<file path="src/rtl/uart_rx_framed.sv">
// uart_rx_framed
//   UART receiver that assembles W_OUT/BITS_PER_WORD serial words (LSB first)
//   into one packet. It supports none/even/odd parity, one or two stop bits,
//   and a multi-flop input synchroniser. Parity and framing errors are
//   accumulated per packet. The packet is presented on a valid/ready
//   handshake, and a packet that completes while the output is still
//   occupied is dropped and reported on overrun.
//
// Ports
//   clk          : clock, all logic on the rising edge
//   rst          : synchronous active-high reset
//   rx           : asynchronous serial input, idle high
//   m_ready      : downstream accepts the held packet
//   m_valid      : a packet is held in m_data
//   m_data       : assembled packet, first word in [BITS_PER_WORD-1:0]
//   m_parity_err : some word of the held packet failed parity
//   m_frame_err  : some stop bit of the held packet sampled low
//   overrun      : one-cycle pulse when a completed packet is discarded
module uart_rx_framed #(
    parameter int CLOCKS_PER_PULSE = 4,
    parameter int BITS_PER_WORD    = 8,
    parameter int W_OUT            = 16,
    parameter int PARITY_MODE      = 1,
    parameter int STOP_BITS        = 1,
    parameter int SYNC_STAGES      = 2
) (
    input  logic             clk,
    input  logic             rst,
    input  logic             rx,
    input  logic             m_ready,
    output logic             m_valid,
    output logic [W_OUT-1:0] m_data,
    output logic             m_parity_err,
    output logic             m_frame_err,
    output logic             overrun
);

    localparam int NUM_WORDS = W_OUT / BITS_PER_WORD;
    localparam int CW = (CLOCKS_PER_PULSE > 1) ? $clog2(CLOCKS_PER_PULSE) : 1;
    localparam int BW = (BITS_PER_WORD > 1) ? $clog2(BITS_PER_WORD) : 1;
    localparam int SW = (STOP_BITS > 1) ? $clog2(STOP_BITS) : 1;
    localparam int WW = (NUM_WORDS > 1) ? $clog2(NUM_WORDS) : 1;

    localparam logic [CW-1:0] CLK_LAST  = CW'(CLOCKS_PER_PULSE - 1);
    localparam logic [CW-1:0] CLK_HALF  = CW'(CLOCKS_PER_PULSE / 2 - 1);
    localparam logic [BW-1:0] BIT_LAST  = BW'(BITS_PER_WORD - 1);
    localparam logic [SW-1:0] STOP_LAST = SW'(STOP_BITS - 1);
    localparam logic [WW-1:0] WORD_LAST = WW'(NUM_WORDS - 1);

    typedef enum logic [2:0] {
        S_IDLE, S_START, S_DATA, S_PARITY, S_STOP, S_WAIT_IDLE
    } state_t;

    state_t state_q, state_d;

    logic [SYNC_STAGES-1:0] sync_q;
    logic                   rx_s;

    logic [CW-1:0]    clk_cnt_q,  clk_cnt_d;
    logic [BW-1:0]    bit_cnt_q,  bit_cnt_d;
    logic [SW-1:0]    stop_cnt_q, stop_cnt_d;
    logic [WW-1:0]    word_cnt_q, word_cnt_d;
    logic [W_OUT-1:0] asm_q,      asm_d;
    logic             xor_q,      xor_d;
    logic             perr_q,     perr_d;
    logic             ferr_q,     ferr_d;
    logic             mvalid_q,   mvalid_d;
    logic [W_OUT-1:0] mdata_q,    mdata_d;
    logic             mperr_q,    mperr_d;
    logic             mferr_q,    mferr_d;
    logic             ovr_q,      ovr_d;

    // Decoded strobes produced by the FSM output process
    logic sample_pt, half_pt, start_ok, data_smp, last_bit;
    logic par_smp, par_exp, stop_smp, last_stop, pkt_done;

    assign rx_s = sync_q[SYNC_STAGES-1];

    always_ff @(posedge clk) begin
        if (rst) begin
            sync_q <= '1;
        end else begin
            sync_q <= {sync_q[SYNC_STAGES-2:0], rx};
        end
    end

    // FSM: state register
    always_ff @(posedge clk) begin
        if (rst) begin
            state_q <= S_IDLE;
        end else begin
            state_q <= state_d;
        end
    end

    // FSM: next state
    always_comb begin
        state_d = state_q;
        case (state_q)
            S_IDLE:      if (!rx_s) state_d = S_START;
            S_START:     if (half_pt) state_d = rx_s ? S_IDLE : S_DATA;
            S_DATA:      if (data_smp && last_bit)
                             state_d = (PARITY_MODE != 0) ? S_PARITY : S_STOP;
            S_PARITY:    if (sample_pt) state_d = S_STOP;
            // A low final stop bit means a break or stuck line; wait for idle
            // so the low level is not taken as the next start bit.
            S_STOP:      if (last_stop) state_d = rx_s ? S_IDLE : S_WAIT_IDLE;
            S_WAIT_IDLE: if (rx_s) state_d = S_IDLE;
            default:     state_d = S_IDLE;
        endcase
    end

    // FSM: output decode
    always_comb begin
        sample_pt = (clk_cnt_q == CLK_LAST);
        half_pt   = (clk_cnt_q == CLK_HALF);
        start_ok  = (state_q == S_START) && half_pt && !rx_s;
        data_smp  = (state_q == S_DATA) && sample_pt;
        last_bit  = (bit_cnt_q == BIT_LAST);
        par_smp   = (state_q == S_PARITY) && sample_pt;
        par_exp   = (PARITY_MODE == 2) ? ~xor_q : xor_q;
        stop_smp  = (state_q == S_STOP) && sample_pt;
        last_stop = stop_smp && (stop_cnt_q == STOP_LAST);
        pkt_done  = last_stop && (word_cnt_q == WORD_LAST);
    end

    // Datapath next state
    always_comb begin
        clk_cnt_d  = clk_cnt_q;
        bit_cnt_d  = bit_cnt_q;
        stop_cnt_d = stop_cnt_q;
        word_cnt_d = word_cnt_q;
        asm_d      = asm_q;
        xor_d      = xor_q;
        perr_d     = perr_q;
        ferr_d     = ferr_q;
        mvalid_d   = mvalid_q;
        mdata_d    = mdata_q;
        mperr_d    = mperr_q;
        mferr_d    = mferr_q;
        ovr_d      = 1'b0;

        case (state_q)
            S_START:                  clk_cnt_d = half_pt ? '0 : clk_cnt_q + 1'b1;
            S_DATA, S_PARITY, S_STOP: clk_cnt_d = sample_pt ? '0 : clk_cnt_q + 1'b1;
            default:                  clk_cnt_d = '0;
        endcase

        if (start_ok) begin
            xor_d = 1'b0;
            if (word_cnt_q == '0) begin
                perr_d = 1'b0;
                ferr_d = 1'b0;
            end
        end

        if (data_smp) begin
            asm_d     = {rx_s, asm_q[W_OUT-1:1]};
            xor_d     = xor_q ^ rx_s;
            bit_cnt_d = last_bit ? '0 : bit_cnt_q + 1'b1;
        end

        if (par_smp && (rx_s != par_exp)) begin
            perr_d = 1'b1;
        end

        if (stop_smp) begin
            if (!rx_s) ferr_d = 1'b1;
            stop_cnt_d = last_stop ? '0 : stop_cnt_q + 1'b1;
            if (last_stop) word_cnt_d = pkt_done ? '0 : word_cnt_q + 1'b1;
        end

        if (mvalid_q && m_ready) begin
            mvalid_d = 1'b0;
        end

        // ferr_d already includes the stop bit sampled in this cycle
        if (pkt_done) begin
            if (!mvalid_q || m_ready) begin
                mvalid_d = 1'b1;
                mdata_d  = asm_q;
                mperr_d  = perr_q;
                mferr_d  = ferr_d;
            end else begin
                ovr_d = 1'b1;
            end
        end
    end

    always_ff @(posedge clk) begin
        if (rst) begin
            clk_cnt_q  <= '0;
            bit_cnt_q  <= '0;
            stop_cnt_q <= '0;
            word_cnt_q <= '0;
            asm_q      <= '0;
            xor_q      <= 1'b0;
            perr_q     <= 1'b0;
            ferr_q     <= 1'b0;
            mvalid_q   <= 1'b0;
            mdata_q    <= '0;
            mperr_q    <= 1'b0;
            mferr_q    <= 1'b0;
            ovr_q      <= 1'b0;
        end else begin
            clk_cnt_q  <= clk_cnt_d;
            bit_cnt_q  <= bit_cnt_d;
            stop_cnt_q <= stop_cnt_d;
            word_cnt_q <= word_cnt_d;
            asm_q      <= asm_d;
            xor_q      <= xor_d;
            perr_q     <= perr_d;
            ferr_q     <= ferr_d;
            mvalid_q   <= mvalid_d;
            mdata_q    <= mdata_d;
            mperr_q    <= mperr_d;
            mferr_q    <= mferr_d;
            ovr_q      <= ovr_d;
        end
    end

    assign m_valid      = mvalid_q;
    assign m_data       = mdata_q;
    assign m_parity_err = mperr_q;
    assign m_frame_err  = mferr_q;
    assign overrun      = ovr_q;

endmodule

</file>
<file path="config.mk">
export PLATFORM = sky130hd
export DESIGN_NAME = uart_rx_framed
export DESIGN_NICKNAME = d
export VERILOG_FILES = /design/src/rtl/uart_rx_framed.sv
export SDC_FILE = /design/constraint.sdc
export NUM_CORES = 1
export LEC_CHECK = 0
export BUFFER_PORTS_ARGS = -buffer_cell sky130_fd_sc_hd__buf_2
export CORE_MARGIN = 5
export CORE_UTILIZATION = 30
export DETAILED_ROUTE_END_ITERATION = 7
export PLACE_DENSITY = 0.5
export SKIP_LAST_GASP = 1
export SLEW_MARGIN = 10
export SYNTH_ARGS = -nofsm -noshare
export SYNTH_HDL_FRONTEND = slang
export SYNTH_SLANG_ARGS = --single-unit
export TNS_END_PERCENT = 20
</file>
<file path="constraint.sdc">
create_clock -name clk -period 3 [get_ports clk]
set_clock_uncertainty 0.15 [all_clocks]
set_input_delay 0.3 -clock clk [delete_from_list [all_inputs] [get_ports clk]]
set_output_delay 0.3 -clock clk [all_outputs]
set_load 0.005 [all_outputs]
</file>
==> impl.org, run 1 <==
** Min path
- The path class of the tightest hold or removal check is in2reg.

** Synthesis
- Top cell type's share of synthesized area :: 49.4%
- Counting flops with a built-in enable in the synthesized netlist gives 0.
- Sequential element share of the synthesized area :: between 40% and 50%
- The synthesized netlist occupies a cell area of 0.00207 mm².
- Ranked by total cell area, the synthesized netlist is headed by sky130_fd_sc_hd__dfxtp_1 (49%), sky130_fd_sc_hd__mux2i_1 (9.2%), sky130_fd_sc_hd__nand2_1 (7.4%).
- Synth top cells by count :: sky130_fd_sc_hd__dfxtp_1 (51), sky130_fd_sc_hd__nand2_1 (41), sky130_fd_sc_hd__nor2_1 (29)
- Main synth FF type :: sky130_fd_sc_hd__dfxtp_1
- Synth async-reset ratio :: 0%
- Synthesis produced a netlist whose cell count is 225.
- The average instance in the mapped netlist occupies about 9.2 µm².
- Yosys Warn Count :: 0
- Among all cell types in the netlist, the one instantiated most often is sky130_fd_sc_hd__dfxtp_1.
- The synthesized design contains 51 register bits.
- The biggest area contributor in the post-synthesis netlist is sky130_fd_sc_hd__dfxtp_1.
- Counting every net in the synthesized netlist gives 234.
- Count of cell types in the netlist :: 38

** Finish
- In the final design database the tool counted 250 nets.
- Final core occ :: 34.0%
- The number of antenna diodes in the final layout is 0.
- Summing all non-filler instances in the final layout gives an area of 0.00230 mm².
- Area growth from synthesis to final layout :: 11.1%
- The post-route netlist has approximately 16% of its cells at a drive strength greater than 1.

** Critical path
- The slowest stage of the critical path belongs to the cell sky130_fd_sc_hd__or3_1.
- In this run the worst path has a maximum fanout of 20.
- Walking the worst path, the cells encountered are ha_1 > nand2_1 > or3_1 > or3_1 > a21oi_1.
- Data on the critical path is required at its endpoint by 3070 ps.
- Kind of end point of the critical path :: register
- In this design, the critical path's most frequently occurring cell is sky130_fd_sc_hd__or3_1.
- Together, buffers and inverters on the worst path number 0.
- Crit path arrival time :: about 2300 ps
- Category of cells accounting for the largest share of critical-path delay :: simple AND/OR/NAND/NOR gates
- Delay of the slowest critical-path stage :: 620 ps
- Startpoint type of the worst setup path :: register
- Category of the critical setup timing path :: reg2reg

** Global route
- Maximum number of pins on one net before global-route repair :: 54
- Initial antenna violation count :: 0
- The via count of the first global-routing pass is around 1400.
- Summed over all layers, the global routing overflow is 0.
- Combined global-route utilization of all metal layers :: 8.83%
- The first global-routing pass estimated 6.25 mm of wire.

** Timing
- The number of endpoints with negative hold slack in the final report is 0.
- Measured against its own limit, the worst slew margin works out to 36.0%.
- Final setup violation count :: 0
- Share of the clock period used by the worst path after layout :: 73.4%
- Max Transition Viols Final :: 0
- Setup repair after global routing missed its margin :: no
- In the final timing run, aggregate negative setup slack is 0 ps.
- Final worst hold slack :: 24.3 ps
- Final critical path time including I/O delays and setup :: 2200 ps
- For the pin with the worst max-slew slack, the measured transition is 960 ps.
- FMAX :: 0.454 GHz

** Detailed routing
- In this run the remaining antenna-violating nets after routing total 0.
- The first TritonRoute pass finished after 4 iterations.
- After detailed routing, the average wire length per cell comes to 11.2 µm.
- Ratio of routed vias to standard cells :: between 4 and 5
- Number of DRC markers in iteration 0 :: 86
- Detailed Route WL :: 3.62 mm
- The detailed router put a total of between 1.5 and 2 mm of wire on met1.
- Remaining DRCs :: 0
- Via total after detailed routing :: 1482
- Signal routing reaches up to met4.
- In the detailed route, the total length drawn on met2 is 1.57 mm.
- Wire length on met3 :: about 150 µm

** Power
- VDD sags by at most about 190 µV.
- Leakage power of the design :: 0.990 nW
- Total power density per cell area :: 540 mW/mm²
- Total power consumption of the routed design :: ~1.2 mW

** Die
- Die Outline Area :: 0.00865 mm²
- The initial utilization of the core area, before any placement, comes to 30.6%.
- In this run the count of I/O pins placed on the die edge is 24.
- Die Width :: 93.0 µm
- The core region is roughly 0.0068 mm².
- Height of the die :: 93.0 µm
- Cell row count :: 30

** Place
- PortBufs :: 23
- Post-DP Area :: 0.00221 mm²
- Routability congestion estimate from global placement :: 0.703
- Post-DP HPWL :: 2.30 mm

** CTS
- Gates resized during post-CTS repair numbered 0.
- Buffers inserted during clock tree synthesis total 5.
- Clock tree from TritonCTS :: yes
- Post-CTS setup buffer count :: 0
- CTS clock-pin slew for the worst setup and hold paths :: roughly 90 ps
- CTS Buffer Depth :: 2
- H-Tree Depth :: 2
- Root Buffer Master :: sky130_fd_sc_hd__clkbuf_8
- The clock reaches the later pin of the worst-skew pair after 300 ps.
- In this run, post-CTS hold repair placed 0 buffers.
- CTS Sinks :: 51

** Run status
- The run finished with clean final reports.

** Run
- The tool flagged a number of max-cap violations equal to 0.
where the power goes:
group	switching [mW]	leakage (nW)	total, mW	internal [mW]
clock network	0.227	0.0483	0.392	0.165
logic	0.0526	0.530	0.114	0.0609
registers	0.0434	0.412	0.735	0.692
routing by layer:
metal	up-vias	track usage, %
met3	6	2.57
li1	784	-
met5	-	0
met4	0	3.66
met1	669	11.9
met2	23	13.2
cell families (layout without fill, tap and decap cells):
logic type                 after synthesis  count (layout)  synth area share [%]
buffers and inverters                   19              36                  4.60
xor gates and xnor gates                 3               3                  1.27
and+or+nand+nor                         92              92                  21.8
DFF                                     51              51                  49.4
muxes                                   19              19                  9.20
AOI/OAI and AO/OA                       36              36                  10.8
adders and majority gates                5               5                  3.02
layout make-up:
cell class | instances | area, µm²
clock buffer | 5 | 68.8
timing repair buffer | 24 | 123
multi-input combinational | 155 | 952
tap | 80 | 100
clock inverter | 3 | 18.8
fill | 735 | 4460
sequential | 51 | 1020
inverter | 4 | 15.0
path summary, 6_finish.rpt:
check               start            to  slack, ps  cells after the start
max          clk_cnt_q[0]  bit_cnt_q[0]        800                      5
min reg2reg     sync_q[0]     sync_q[1]        260                      1
min                    rx     sync_q[0]         20                      2
max reg2reg  clk_cnt_q[0]  bit_cnt_q[0]        800                      5
placed cells by master (no fill, tap or decap), drive strengths merged:
master	n
a2111oi	1
a211oi	3
a21oi	22
a22oi	1
a31oi	1
a32oi	1
and3b	1
buf	24
clkbuf	5
clkinv	2
dfxtp	51
ha	5
inv	5
mux2i	19
nand2	41
nand2b	3
nand3b	2
nand4bb	2
nor2	29
nor2b	5
nor3	2
nor3b	1
o21a	1
o21ai	2
o21bai	1
o22ai	2
o31ai	1
or2	2
or3	2
or3b	1
or4	1
xnor2	2
xor2	1
worst reg2reg max path: cells and delay by family, from the launching register on:
kind	cells	cell delay, ps
compound gates	1	110
fa+ha+maj	1	280
flops	1	400
simple gates	3	1190
sequential cells by signal, indices dropped and copies added, names as in the netlist:
register,cells
overrun,1
m_parity_err,1
ferr_q,1
word_cnt_q,1
bit_cnt_q,3
stop_cnt_q,1
m_data,16
sync_q,2
par_exp,1
m_valid,1
state_q,3
clk_cnt_q,2
m_frame_err,1
perr_q,1
asm_q,16
stage by stage:
stage	std cells	worst slack, ps
floorplan	225	1210
global placement	314	803
detailed placement	314	794
CTS	322	756
global route	322	592
finish	322	797
No activity file was read; power rests on OpenSTA's default activity.
==> inputs of run 2 (changes only) <==
Clock period 3 ns to 2.1 ns, I/O delays scaled along.
==> run 2 against run 1 <==
Global-route usage rose by 0.55 points. Non-clock buffer count is 9 higher. Clock-buffer cell count did not move. Worst setup slack got worse by 550 ps. Routed wire length is 2.3% higher. Die area stayed put. Worst hold slack improved by 47 ps. Register-to-register slack got worse by 550 ps. Fmax rose by 19%. Critical path depth increased by 1. Cell count rose by 2.5%.
==> impl.org, run 2 (same netlist as run 1, synthesis figures left out) <==
** Timing
- Worst slew margin relative to its limit :: 66.1%
- Share of the clock period used by the worst path after layout :: roughly nine tenths
- Timing would allow up to 0.540 GHz.
- Final critical path time including I/O delays and setup :: 1850 ps
- Max Transition Viols Final :: 0
- Setup violations remaining at the end of the flow were counted as 0.
- For the pin with the worst max-slew slack, the measured transition is 496 ps.
- Setup repair after global routing missed its margin :: no
- Total Neg Setup Slack :: 0 ps
- The number of endpoints with negative hold slack in the final report was 0.

** Finish
- In the final design database the tool counted 259 nets.
- Area growth from synthesis to final layout :: 14.9%
- Number of standard cells in the final layout excluding fillers :: 330
- Antenna cells :: 0
- The post-route netlist has 18.0% of its cells at a drive strength greater than 1.
- Cells fill about a third of the core in the end.
- Leaving out fill and tap cells, the most frequent cell in the layout is sky130_fd_sc_hd__dfxtp_1.
- In the layout the commonest cells are sky130_fd_sc_hd__dfxtp_1 (51), sky130_fd_sc_hd__nand2_1 (41), sky130_fd_sc_hd__nor2_1 (29), sky130_fd_sc_hd__buf_2 (23), sky130_fd_sc_hd__a21oi_1 (21).

** Die
- Cell row count :: 30
- The floorplan step defined a core boundary enclosing ~0.0068 mm².
- For this design the top-level I/O count stands at 24.
- The floorplan step defined a die boundary enclosing roughly 0.0087 mm².
- Die Width :: 93.0 µm
- Height of the die :: 93.0 µm
- The initial utilization of the core area, before any placement, comes to a little under a third.

** Critical path
- Setup slack on the worst reg-to-reg path comes out at about 250 ps.
- At the worst endpoint, the required time is about 2200 ps.
- Of all nets on the critical path, the largest fanout is 19.
- Delay of the slowest critical-path stage :: about 410 ps
- Startpoint type of the worst setup path :: register
- CP Buf/Inv Count :: 1
- Kind of end point of the critical path :: register
- Startpoint of the lowest-slack register-to-register path :: clk_cnt_q[0]
- Critical path cell sequence :: ha_1 > nand4bb_4 > nand4bb_1 > buf_4 > nor2b_1 > a211oi_1
- Category of the critical setup timing path :: reg2reg
- In this run the critical register-to-register path is captured at m_frame_err.
- For the worst setup path, the data arrival time is 1930 ps.
- On the critical path, the stage with the largest delay is an instance of sky130_fd_sc_hd__dfxtp_1.
- Category of cells accounting for the largest share of critical-path delay :: simple AND/OR/NAND/NOR gates
- Number of cells on the worst reg-to-reg path :: 6

** CTS
- Root Buffer Master :: sky130_fd_sc_hd__clkbuf_8
- For the worst-skew pair, the clock arrives at the later sink with an insertion delay of 300 ps.
- In this run, CTS created clock tree buffers numbering 5.
- The clock passes through at most 2 buffers.
- In this run the post-CTS setup repair buffer count came out at 0.
- TritonCTS built the clock tree.
- H-Tree Depth :: 2
- Clock-pin slew was measured on the worst setup and hold paths at 90 ps.
- CTS Sinks :: 51

** Detailed routing
- The first routing iteration left 56 violations.
- For this run, design rule violations remaining after detail routing come to 0.
- Count of TritonRoute iterations in the first routing pass :: 4
- The count of nets left with antenna violations once routing finished came out at 0.
- Summed over all layers, the routed wires come to 3.70 mm.
- Dividing the detail-routed wire length by the instance count gives 11.2 µm.
- Via total after detailed routing :: 1497
- Ratio of routed vias to standard cells :: 4.54

** Global route
- The total overflow left after global routing is 0.
- Maximum number of pins on one net before global-route repair :: 37
- The first global-routing pass estimated 6.64 mm of wire.
- Via count of the first global-routing pass :: 1440
- Initial antenna violation count :: 0
- Global routing used 9.38% of the available tracks.

** Min path
- Number of cells on the worst hold path :: 3
- The startpoint identified for the worst hold timing path is m_ready.
- The path class of the tightest hold or removal check is in2reg.
- Hold Path End :: overrun

** Place
- Once placement completed, the tool counted placed cells totaling 322.
- The congestion estimate from routability-driven global placement came to 0.763.
- In this run the tool buffered the top-level ports with 23 buffer cells.
- Post-DP HPWL :: between 2 and 2.5 mm

** Run
- Max-cap violations in this run came to 0.

** Power
- Across the VDD grid, the largest voltage drop is ~260 µV.
- Power spread over the standard cell area amounts to 758 mW/mm².
- Summed over all cells, the static leakage comes to 1.04 nW.

** Run status
- Run status :: complete, no violations
run 2: cell types whose count changed in the layout (fill, tap and decap cells not counted):
| cell | previous run | this run |
|---|---|---|
| sky130_fd_sc_hd__buf_4 | 1 | 8 |
| sky130_fd_sc_hd__clkinv_2 | 2 | 1 |
| sky130_fd_sc_hd__clkinv_4 | 0 | 1 |
| sky130_fd_sc_hd__buf_12 | 0 | 1 |
| sky130_fd_sc_hd__dlygate4sd3_1 | 0 | 1 |
| sky130_fd_sc_hd__inv_6 | 1 | 0 |
run 2: area by class of cell:
class,count,area (µm²)
fillers,698,4380
flip-flops and latches,51,1020
multi-input cells,155,952
repair buffers,33,205
well taps,80,100
clock buffers,5,68.8
inverters,4,15.0
clock inverters,2,13.8
run 2: power by group:
group / switching, mW / internal (mW)
combinational: 0.109 / 0.118
clock: 0.319 / 0.229
sequential: 0.0375 / 0.989
total: 0.465 / 1.34
run 2: worst register-to-register path, delay by kind of cell, from the launching register on:
family	cells	cell delay (ps)
AOI/OAI and AO/OA	1	180
adders and majority gates	1	280
and+or+nand+nor	3	500
buffers and inverters	1	240
DFF	1	410
run 2: how the worst max path moves through the flow:
stage / from / to / slack (ps) / depth (start not counted)
floorplan: clk_cnt_q[0] / asm_q[3] / 310 / 7
global placement: clk_cnt_q[0] / m_frame_err / 290 / 6
detailed placement: clk_cnt_q[0] / m_frame_err / 240 / 6
CTS: clk_cnt_q[0] / m_frame_err / 230 / 6
global route: clk_cnt_q[0] / m_frame_err / 100 / 6
finish: clk_cnt_q[0] / m_frame_err / 250 / 6
run 2: timing repair:
| action | CTS | global route |
|---|---|---|
| endpoints found under the hold margin | 1 | 0 |
| gates resized for setup | 0 | 0 |
| hold buffers | 1 | 0 |
run 2: metrics by stage:
stage | area, µm² | total power, mW | setup WS, ps | hold slack [ps]
2_1_floorplan | 2070 | 1.21 | 307 | 157
3_3_place_gp | 2280 | 1.27 | 291 | 240
3_5_place_dp | 2280 | 1.28 | 245 | 242
4_1_cts | 2380 | 1.83 | 226 | 68.6
5_1_grt | 2380 | 1.89 | 97.9 | 108
6_report | 2380 | 1.80 | 248 | 71.3
run 2: metal layers:
layer,up-vias,track usage [%],share of wire (%)
met5,-,0,0
li1,801,-,-
met4,0,3.66,1.8
met3,7,3.06,5.2
met2,21,13.7,41
met1,668,12.8,52
==> inputs of run 3 (changes only) <==
Settings changed: ABC_AREA set to 1, PLACE_DENSITY 0.5 to 0.49, TNS_END_PERCENT 20 to unset.
==> run 3 against run 2 <==
Sequential share of layout area is 2.1 points lower. Worst hold slack improved by 9.2 ps. Fmax grew 2.2%. Routed wire length increased by 4.9%. Worst setup slack better by 39 ps. Critical endpoint is now asm_q[9].
==> impl.org, run 3 <==
** Timing
- For the finished layout, the period the worst path requires is 1810 ps.
- Setup repair after global routing missed its margin :: no
- Worst-case setup margin in the final layout :: ~290 ps
- Final setup violation count :: 0
- The number of slew-limit violations in the final report came to 0.
- Worst slew margin relative to its limit :: 70.4%
- Derived from the worst setup path, the maximum achievable clock frequency is roughly 0.55 GHz.
- Number of hold violations in the final report :: 0
- Share of the clock period used by the worst path after layout :: 86.3%
- Total Neg Setup Slack :: 0 ps
- Slew @ Worst Pin :: ~440 ps

** Place
- OpenSTA, run right after detailed placement, puts the worst setup slack at 268 ps.
- Routability congestion estimate from global placement :: 0.750
- The count of buffers added on input and output ports is 23.
- Post-DP HPWL :: ~2.7 mm

** Power
- Maximum ir drop on the vdd rail :: 283 µV
- Power spread over the standard cell area amounts to 911 mW/mm².
- Leakage power of the design :: around 1.1 nW

** Die
- Height of the die :: around 95 µm
- During I/O placement, the number of pins put on the boundary was 24.
- The die covers 0.00901 mm².
- Floorplan Core Area :: 0.00714 mm²
- Cell row count :: 31
- For this configuration, the core starts out at a cell density of between 30% and 40%.
- Die Width :: 94.9 µm

** Critical path
- The critical path in this run is classified as reg2reg.
- Data arrives at the worst endpoint at ~1900 ps.
- The endpoint identified for the worst register-to-register timing path is asm_q[9].
- Kind of end point of the critical path :: register
- For flop-to-flop paths, the worst setup slack is between 200 and 300 ps.
- In this run the worst path has a maximum fanout of 22.
- STA classifies the critical path startpoint as a register.
- Number of cells on the worst reg-to-reg path :: 6
- Required time worst endpoint :: 2190 ps
- The startpoint identified for the worst register-to-register timing path is clk_cnt_q[1].

** Detailed routing
- Dividing the detail-routed wire length by the instance count gives approximately 9.5 µm.
- Before antenna repair, the detailed router went through 4 iterations.
- Number of DRC markers in iteration 0 :: 28
- Once detail routing completed, the nets flagged for antenna violations numbered 0.
- For this run, design rule violations remaining after detail routing come to 0.
- After detailed routing, the total wire length is between 3 and 4 mm.
- In the routed layout, each cell is associated on average with a via count of slightly above 4.
- The routed layout has 1708 vias.

** Finish
- Relative to the synthesized area, the layout overhead comes to 15.3%.
- Leaving out fill and tap cells, the most frequent cell in the layout is sky130_fd_sc_hd__nand2_1.
- The top cell types in the final layout, fill and taps aside, are sky130_fd_sc_hd__nand2_1 (58), sky130_fd_sc_hd__dfxtp_1 (51), sky130_fd_sc_hd__nor2_1 (50), sky130_fd_sc_hd__inv_1 (36), sky130_fd_sc_hd__a21oi_1 (25).
- Final layout net count :: 320
- Antenna cells :: 0
- Share of post-route cells with drive strength above 1 :: approximately 15%

** Run status
- Run status :: complete, no violations

** Synthesis
- Sorting the synthesized cells by area gives the leading types as sky130_fd_sc_hd__dfxtp_1 (47%), sky130_fd_sc_hd__nand2_1 (10%), sky130_fd_sc_hd__nor2_1 (8.7%).
- Yosys Warn Count :: 0
- The netlist uses 29 different library cells.
- Yosys reg bits :: 51
- Summed over its instances, the top area cell type makes up 47.2% of the synthesized netlist area.
- Synthesis produced 288 cells.
- Number of flops mapped to enable cells by yosys :: 0
- For this run, asynchronously set or reset flops after synthesis account for 0%.
- The mapped netlist covers 0.00216 mm².
- The number of nets in the synthesized netlist is 297.
- Dividing the synthesized area by the synthesized cell count gives 7.52 µm².
- By instance count, the leading cell after synthesis is sky130_fd_sc_hd__nand2_1.
- Sequential element share of the synthesized area :: 47.2%
- The synthesized design spends more area on one cell type than any other, namely sky130_fd_sc_hd__dfxtp_1.
- For this run, the leading register cell type out of synthesis is sky130_fd_sc_hd__dfxtp_1.
- Synth top cells by count :: sky130_fd_sc_hd__nand2_1 (58), sky130_fd_sc_hd__dfxtp_1 (51), sky130_fd_sc_hd__nor2_1 (50)

** Global route
- Via count of the first global-routing pass :: 1564
- Global-route wire length before repair :: 7.11 mm
- Combined global-route utilization of all metal layers :: 9.84%
- Maximum number of pins on one net before global-route repair :: between 40 and 50
- Fraction of met1 tracks used by global routing :: 13.1%
- Initial antenna violation count :: 0
- Met2 track demand over resource :: 15.2%
- Global-route track usage on met3 :: 2.71%
- Summed over all layers, the global routing overflow is 0.
- Highest-utilization routing layer at the global route stage :: met2

** CTS
- Counting every sink on the clock net gives approximately 50.
- CTS clock-pin slew for the worst setup and hold paths :: approximately 100 ps
- Clock tree from TritonCTS :: yes
- After clock tree synthesis, the setup repair step added 0 buffers.
- H-Tree Depth :: 2
- The tree is rooted in a sky130_fd_sc_hd__clkbuf_8.
- For the worst-skew pair, the clock arrives at the later sink with an insertion delay of 300 ps.
- CTS Buffer Depth :: 2
- Post-cts gate resize count :: 0
- The number of clock buffers added by TritonCTS is 5.

** Run
- Number of max-cap violations :: 0

** Min path
- Worst Hold Class :: in2reg
- The worst hold path passes through 2 cells.
- In this run the most critical hold path is launched from rst.
- Hold Path End :: ferr_q
run 3: cells by family after synthesis:
logic type	share of synthesized area (%)
buffers and inverters	10.4
adder cells (fa/ha/maj)	2.89
AO/OA/AOI/OAI	11.9
AND/OR/NAND/NOR	27.2
XOR/XNOR	0.405
flip-flops	47.2
run 3: through the flow:
| step | hold WS, ps | cells | instance area (µm²) | util, % | power, mW |
|---|---|---|---|---|---|
| 5_1_grt | 112 | 411 | 2500 | 35.0 | 2.44 |
| 3_3_place_gp | 242 | 402 | 2360 | 33.1 | 1.58 |
| 4_1_cts | 73.3 | 411 | 2500 | 35.0 | 2.32 |
| 3_5_place_dp | 247 | 402 | 2360 | 33.1 | 1.57 |
| 2_1_floorplan | 164 | 288 | 2160 | - | 1.47 |
| 6_report | 80.6 | 411 | 2500 | 35.0 | 2.27 |
run 3: cell type report:
type / count / area, µm²
clock buffer: 6 / 82.6
clock inverter: 2 / 38.8
fill: 816 / 4640
inverter: 38 / 144
multi-input combinational: 187 / 918
sequential: 51 / 1020
tap: 99 / 124
timing repair buffer: 28 / 168
run 3: timing repair:
item                                   CTS  global route
hold buffers                             1             0
setup endpoints to repair                0             0
endpoints found under the hold margin    1             0
run 3: power by group:
group	switching [mW]	internal [mW]
sequential	0.0581	1.01
clock	0.332	0.392
combinational	0.306	0.178
run 3: how the worst max path moves through the flow:
stage | from | cells after the start | endpoint | slack, ps
finish | clk_cnt_q[1] | 6 | asm_q[9] | 290
global placement | clk_cnt_q[1] | 6 | asm_q[11] | 310
detailed placement | clk_cnt_q[1] | 6 | asm_q[9] | 270
floorplan | clk_cnt_q[0] | 8 | state_q[0] | 570
CTS | clk_cnt_q[1] | 6 | asm_q[12] | 260
global route | clk_cnt_q[1] | 6 | asm_q[13] | 100
run 3: worst max-delay path, cell delays in order, from the launching register on:
cell and delay (ps):
sky130_fd_sc_hd__dfxtp_1 380, sky130_fd_sc_hd__ha_1 310, sky130_fd_sc_hd__inv_1 220, sky130_fd_sc_hd__nor2_8 310
sky130_fd_sc_hd__buf_12 180, sky130_fd_sc_hd__o21ai_0 80, sky130_fd_sc_hd__a21oi_1 140
run 3: layer usage:
metal  vias up  part of all wire [%]
met1       743                    53
met3         2                   2.9
met4         0                  0.75
li1        939                     -
met5         -                     0
met2        24                    43
